**config.mk**
```make
export PLATFORM = sky130hd
export DESIGN_NAME = dot_product_4n
export DESIGN_NICKNAME = d
export VERILOG_FILES = /design/src/rtl/dot_product_4n.sv
export SDC_FILE = /design/constraint.sdc
export NUM_CORES = 1
export LEC_CHECK = 0
export CAP_MARGIN = 20
export CORE_MARGIN = 5
export CORE_UTILIZATION = 66
export DETAILED_ROUTE_END_ITERATION = 6
export PLACE_DENSITY = 0.89
export SYNTH_ARGS = -nofsm -noshare
export SYNTH_HDL_FRONTEND = slang
export SYNTH_SLANG_ARGS = --single-unit
```
**constraint.sdc**
```tcl
create_clock -name i_clk -period 11.2 [get_ports i_clk]
set_input_delay 1.68 -clock i_clk [delete_from_list [all_inputs] [get_ports i_clk]]
set_output_delay 1.68 -clock i_clk [all_outputs]
set_load 0.02 [all_outputs]
```
**src/rtl/dot_product_4n.sv**
```systemverilog
//----------------------------------------------------------------------------
// Module      : dot_product_4n
// Description : Four-neuron streaming MAC producing saturated dot products
//               as held operands for the 4-input winner-take-all comparator.
// Revision    : 1.0  initial release
//----------------------------------------------------------------------------
`default_nettype none

module dot_product_4n #(
  parameter int p_in_width = 8,
  parameter int p_w_width  = 8,
  parameter int p_syn      = 16,
  parameter int p_width    = 19
) (
  input  logic                       i_clk,
  input  logic                       i_rst_n,
  input  logic                       i_start,
  input  logic                       i_valid,
  input  logic [p_in_width-1:0]      i_ts,
  input  logic [p_w_width-1:0]       i_w_a,
  input  logic [p_w_width-1:0]       i_w_b,
  input  logic [p_w_width-1:0]       i_w_c,
  input  logic [p_w_width-1:0]       i_w_d,
  output logic                       o_ready,
  output logic [$clog2(p_syn)-1:0]   o_syn_idx,
  output logic [p_width-1:0]         o_a,
  output logic [p_width-1:0]         o_b,
  output logic [p_width-1:0]         o_c,
  output logic [p_width-1:0]         o_d,
  output logic                       o_valid,
  output logic                       o_busy
);

  localparam int c_idx_w  = $clog2(p_syn);
  localparam int c_prod_w = p_in_width + p_w_width;
  localparam int c_sum_w  = ((c_prod_w > p_width) ? c_prod_w : p_width) + 1;
  localparam logic [c_idx_w-1:0] c_last = c_idx_w'(p_syn - 1);
  localparam logic [p_width-1:0] c_max  = '1;

  typedef enum logic [0:0] {
    IDLE = 1'b0,
    ACC  = 1'b1
  } state_t;

  state_t                          r_state;
  logic [c_idx_w-1:0]              r_cnt;
  logic [3:0][p_width-1:0]         r_acc;
  logic [3:0][p_width-1:0]         r_res;
  logic                            r_valid;
  logic [3:0][p_width-1:0]         w_acc_nxt;
  logic [3:0][p_w_width-1:0]       w_w;
  logic                            w_accept;
  logic                            w_last;
  logic                            w_restart;

  assign w_w = {i_w_d, i_w_c, i_w_b, i_w_a};

  // Completion wins over a simultaneous restart request.
  assign w_accept  = (r_state == ACC) & i_valid;
  assign w_last    = w_accept & (r_cnt == c_last);
  assign w_restart = (r_state == ACC) & i_start & ~w_last;

  generate
    for (genvar g = 0; g < 4; g++) begin : g_mac
      logic [c_prod_w-1:0] w_prod;
      logic [c_sum_w-1:0]  w_sum;

      assign w_prod       = i_ts * w_w[g];
      assign w_sum        = c_sum_w'(r_acc[g]) + c_sum_w'(w_prod);
      assign w_acc_nxt[g] = (w_sum > c_sum_w'(c_max)) ? c_max : w_sum[p_width-1:0];
    end
  endgenerate

  always_ff @(posedge i_clk or negedge i_rst_n) begin
    if (!i_rst_n) begin
      r_state <= IDLE;
      r_cnt   <= '0;
      r_acc   <= '0;
      r_res   <= '0;
      r_valid <= 1'b0;
    end else begin
      r_valid <= 1'b0;
      case (r_state)
        IDLE: begin
          if (i_start) begin
            r_state <= ACC;
            r_cnt   <= '0;
            r_acc   <= '0;
          end
        end
        ACC: begin
          if (w_last) begin
            r_res   <= w_acc_nxt;
            r_valid <= 1'b1;
            r_state <= IDLE;
            r_cnt   <= '0;
          end else if (w_restart) begin
            r_cnt <= '0;
            r_acc <= '0;
          end else if (w_accept) begin
            r_acc <= w_acc_nxt;
            r_cnt <= r_cnt + c_idx_w'(1);
          end
        end
        default: begin
          r_state <= IDLE;
          r_cnt   <= '0;
        end
      endcase
    end
  end

  assign o_ready   = (r_state == ACC);
  assign o_busy    = (r_state == ACC);
  assign o_syn_idx = r_cnt;
  assign o_valid   = r_valid;
  assign o_a       = r_res[0];
  assign o_b       = r_res[1];
  assign o_c       = r_res[2];
  assign o_d       = r_res[3];

endmodule

`default_nettype wire
```
# After elaboration in Yosys (flattened, before gate mapping)
# Cells that the tools add are included.
# totals
reg_bits	158
wordCells	57
# op_classes
n_lt_le_gt_ge	4
bitwise	6
add_sub_neg	5
mux	19
n_eq_ne	5
reduce_logical	3
multipliers	4
# op_table
op	n
2-to-1 mux 76 bit	4
case mux 76 bit (2 select lines)	1
adder 19 x 16 -> 20 bit	4
> comparator 20 x 19 -> 1 bit (second input constant)	4
2-to-1 mux 19 bit	4
multiplier 8 x 8 -> 16 bit	4
2-to-1 mux 4 bit	4
case mux 4 bit (2 select lines)	1
adder 4 x 1 -> 4 bit (second input constant)	1
bitwise AND 1 bit	4
equality test 4 bit (second input constant)	1
2-to-1 mux 1 bit	4
!= test 2 bit (second input constant)	2
!= test 4 x 1 -> 1 bit (second input constant)	1
AND reduction 2 bit	2
!= test 3 x 1 -> 1 bit (second input constant)	1
AND reduction 3 bit	1
inverter 1 bit	2
case mux 1 bit (2 select lines)	1

# Depth between registers and ports, before layout
# logic_depth
word_depth	8
mapped_depth	20

# Least setup slack after synthesis
# OpenSTA, ideal clock, no wires.
# synth_timing
path_kind	input to register
from	input port i_ts[4]
to	register r_acc[36] (netlist name)
t_arrival_ns	6.010
n_path_buf	1
setup_slack_ns	5.057
stages	16
setup_ns	0.133
cell_sequence	clkbuf_1 > nand2_1 > fa_1 > inv_1 > fa_1 > inv_1 > fa_1 > fa_1 > inv_1 > ha_1 > and3_1 > and3_1 > a311o_1 > or4_1 > a31oi_1 > o21ai_0
# synth_between
elab_chain_cells	8
# synth_lines
item	line_no	text
start: declaration	19	input logic [p_in_width-1:0] i_ts,
multiplier 8 x 8 -> 16 bit (*)	68	assign w_prod = i_ts * w_w[g];
adder 19 x 16 -> 20 bit (*)	69	assign w_sum = c_sum_w'(r_acc[g]) + c_sum_w'(w_prod);
> comparator 20 x 19 -> 1 bit	70	assign w_acc_nxt[g] = (w_sum > c_sum_w'(c_max)) ? c_max : w_sum[p_width-1:0];
2-to-1 mux 19 bit (*)	70	
2-to-1 mux 76 bit (*)	100	end else if (w_accept) begin
2-to-1 mux 76 bit (*)	97	end else if (w_restart) begin
2-to-1 mux 76 bit (*)	92	if (w_last) begin
case mux 76 bit (2 select lines) (*)	83	case (r_state)
end signal: assignment	101	r_acc <= w_acc_nxt;
end: declaration	47	logic [3:0][p_width-1:0] r_acc;
# Every way passes the cells marked *; elsewhere a longest branch is shown, timed or not. The select of a mux whose other input is x is not followed.
# A chain may end at the register's enable or synchronous reset.

# Worst setup path after layout
# layout_timing
from	input port i_ts[4]
to	register r_res, in the netlist o_c[14]
# layout_between
elab_chain_cells	4
# layout_lines
item	line_no	text
multiplier 8 x 8 -> 16 bit (*)	68	
adder 19 x 16 -> 20 bit (*)	69	
> comparator 20 x 19 -> 1 bit	70	
2-to-1 mux 19 bit (*)	70	
end signal: assignment	93	r_res <= w_acc_nxt;
end: declaration	48	logic [3:0][p_width-1:0] r_res;
# Every way passes the cells marked *; elsewhere a longest branch is shown, timed or not.

==> results_dict.tcl <==
set metrics [dict create \
    synth_top_cell_by_area "fa_1" \
    clock.fmax_ghz 0.143 \
    antennaDiodeCount 0 \
    layout-drive-gt1-share_pct 3.25 \
    numCtsBuffers 17 \
    via_per_inst 5.99 \
    crit_top_cell "fa_1" \
    pwr_density_cell_mw_per_mm2 238 \
    syn_inst 1943 \
    maxSlewHeadroom_pct 26.3 \
    worst_slew_pin_slew_ns 1.10 \
    crit_fanout 21 \
    yosysSeqAreaShare_pct 23.2 \
    fp.dieArea_mm2 0.0292 \
    finalSetupViolCount 0 \
    critPathCaptureType "register" \
    max_stage_delay_ns 0.86 \
    ys_top_cells_by_count "inv_1, nand2_1, fa_1" \
    maxCapViolations 0 \
    synth_simple_gate_area_share_pct 16.1 \
    syn2layout_area_growth_pct 12.1 \
    htree_levels 4 \
    port_buffers 126 \
    avgSynthCellArea_um2 8.78 \
    synth_top_family_by_area "adder cells" \
    synth_top_area_share_pct 23.5 \
    hold_viol 0 \
    io_pins 127 \
    floorplan.initialDensity_pct 67.3 \
    fin_skew_ns 0.0143 \
    cts_post_setup_buffers_inserted 0 \
    register_area_mm2 0.00395 \
    dr.first_iter.drc_count 1214 \
    gp_congestion 0.911 \
    ys.warnings.count 0 \
    dp_hpwl_um 31600 \
    vdd_ir_drop_max_v 0.000157 \
    clk_pin_slew_worst_paths_ns 0.07 \
    status "finished clean" \
    yosys.area_share.xor_xnor_pct 2.47 \
    synth_mux_area_share_pct 0.499 \
    synth-edff-count 0 \
    leakagePower_nw 10.0 \
    crit_path_start_kind "input pin" \
    synthFlopType "dfrtp_1" \
    rsz0062_at_grt "no" \
    multi_input_area_mm2 0.0113 \
    synth_area_leaders "fa_1, dfrtp_1, ha_1, inv_1, and2_1" \
    cts_buffer_depth 2 \
    layout.nets 2427 \
    synth_nets 2352 \
    drv_slew 0 \
    period_share_pct 62.5 \
    rows 58 \
    ctsResizeCount 0 \
    n_fill_cell 1728 \
    grt_pass1_vias 15200 \
    firstDrtPassIters 6 \
    cts_tree "built" \
    whs_ns 0.478 \
    route.detailed.drc 0 \
    synth_compound_area_share_pct 11.6 \
    insertion_delay_ns 0.44 \
    core-area_mm2 0.0253 \
    cp.arrival_ns 7.33 \
    die_w_um 171 \
    path_cells "clkdlybuf4s50_1, buf_8, nand2_1, fa_1, fa_1, inv_1, fa_1, inv_1, fa_1, inv_1, ha_1, a21o_1, a221oi_2, nor4_1, o311a_1, a21o_1, mux2_4" \
    grt_antenna_before_repair 0 \
    wl_per_cell_um 18.7 \
    gr-usage-all-layers_pct 31.4 \
    grt_pass1_wl_um 73500 \
    hp-class "reg2reg" \
    synthAdderAreaFrac_pct 35.6 \
    period_needed_ns 7.00 \
    grt_overflow 0 \
    setup_tns_ns 0 \
    ys_async_sr_fraction_pct 100 \
    synth_seq_cells 158 \
    syn-cell-area_mm2 0.0171 \
    yosysMostFrequentCell "inv_1" \
    cp_slowest_cell "clkdlybuf4s50_1" \
    ys_types 67 \
    setup.worst_path.class "in2reg" \
    cts-root-buf "clkbuf_16" \
    ctsHoldBuffers 0 \
    cp.required_ns 11.52 \
    vias 14100 \
    die_height_um 171 \
    routed_wl_um 44000 \
    cts_sinks 158 \
    postRouteAntennaNets 0 \
    grt_max_degree 91 \
]
==> metrics by stage <==
stage	setup WS, ns	total power [mW]	cells	area [µm²]	utilization (%)
CTS	3.88	4.50	2360	19100	75.4
detailed placement	3.45	3.78	2328	18500	73.1
global route	4.01	4.95	2361	19100	75.5
floorplan	5.06	3.06	1943	17100	-
global placement	3.61	3.65	2328	18500	73.1
finish	4.20	4.55	2361	19100	75.5
==> path summary, 6_finish.rpt <==
kind	startpoint	endpoint	slack, ns	cells after the start
hold / removal	o_c[4]	o_c[4]	0.48	2
setup / recovery	i_ts[4]	o_c[14]	4.20	17
max in group asynchronous	i_rst_n	o_syn_idx[2]	8.45	2
hold reg to reg	o_c[4]	o_c[4]	0.48	2
setup reg to reg	r_acc[64]	r_acc[66]	6.23	16
min in group asynchronous	i_rst_n	o_d[7]	1.28	1
==> cell type report <==
type / instances / area share, %
Clock buffer: 19 / 2.32
Timing Repair Buffer: 140 / 7.19
Inverter: 387 / 7.60
Clock inverter: 13 / 0.792
Tap cell: 330 / 2.16
Sequential cell: 158 / 20.7
Multi-Input combinational cell: 1314 / 59.3
==> cells by family (layout without fill, tap and decap cells) <==
group                    after synthesis  count (layout)
multiplexers                           8               8
AND/OR/NAND/NOR                      571             571
flip-flops                           158             158
buffers and inverters                471             559
AO/OA/AOI/OAI                        322             322
XOR/XNOR                              48              48
adder cells (fa/ha/maj)              365             365
==> power breakdown <==
group	switching [mW]	internal (mW)
Clock	0.277	0.340
Combinational	2.02	1.24
Sequential	0.0333	0.643
==> sequential cells by signal, summed over array words and instances, names as in the netlist <==
name	flops
o_busy	1
o_a	19
o_b	19
o_syn_idx	4
o_c	19
o_valid	1
o_d	19
r_acc	76
==> worst max-delay path, delay by kind of cell <==
family | cells | cell delay [ns]
AOI/OAI and AO/OA | 4 | 1.54
buffers and inverters | 5 | 1.27
muxes | 1 | 0.25
adders and majority gates | 5 | 2.34
and+or+nand+nor | 2 | 0.22
==> metal layers <==
layer | vias to the layer above | wire length (µm) | global-route usage [%]
li1 | 6297 | - | -
met1 | 6937 | 16900 | 39.8
met2 | 739 | 21600 | 53.5
met3 | 161 | 3760 | 5.22
met4 | 0 | 1770 | 13.5
met5 | - | 0 | 0
==> layout by cell type (no fill, tap or decap), types with 4 or more instances in the layout <==
cell type / instances
nor2_1: 80
a21boi_0: 4
nor3_1: 13
nand2_1: 250
clkdlybuf4s50_1: 125
nand3_1: 18
and2_1: 152
inv_6: 5
mux2i_1: 7
a21oi_1: 62
o21ai_0: 111
ha_1: 165
a21o_1: 29
o22ai_1: 42
clkbuf_16: 17
o211ai_1: 9
fa_1: 200
xnor2_1: 25
xor2_1: 23
and3_1: 12
or3_1: 6
nor2b_1: 4
dfrtp_1: 158
o31ai_1: 4
a31oi_1: 12
nand4_1: 11
buf_4: 13
a211oi_1: 8
nor3_2: 5
inv_1: 386
Note: power is estimated with default switching activity, not from simulation.
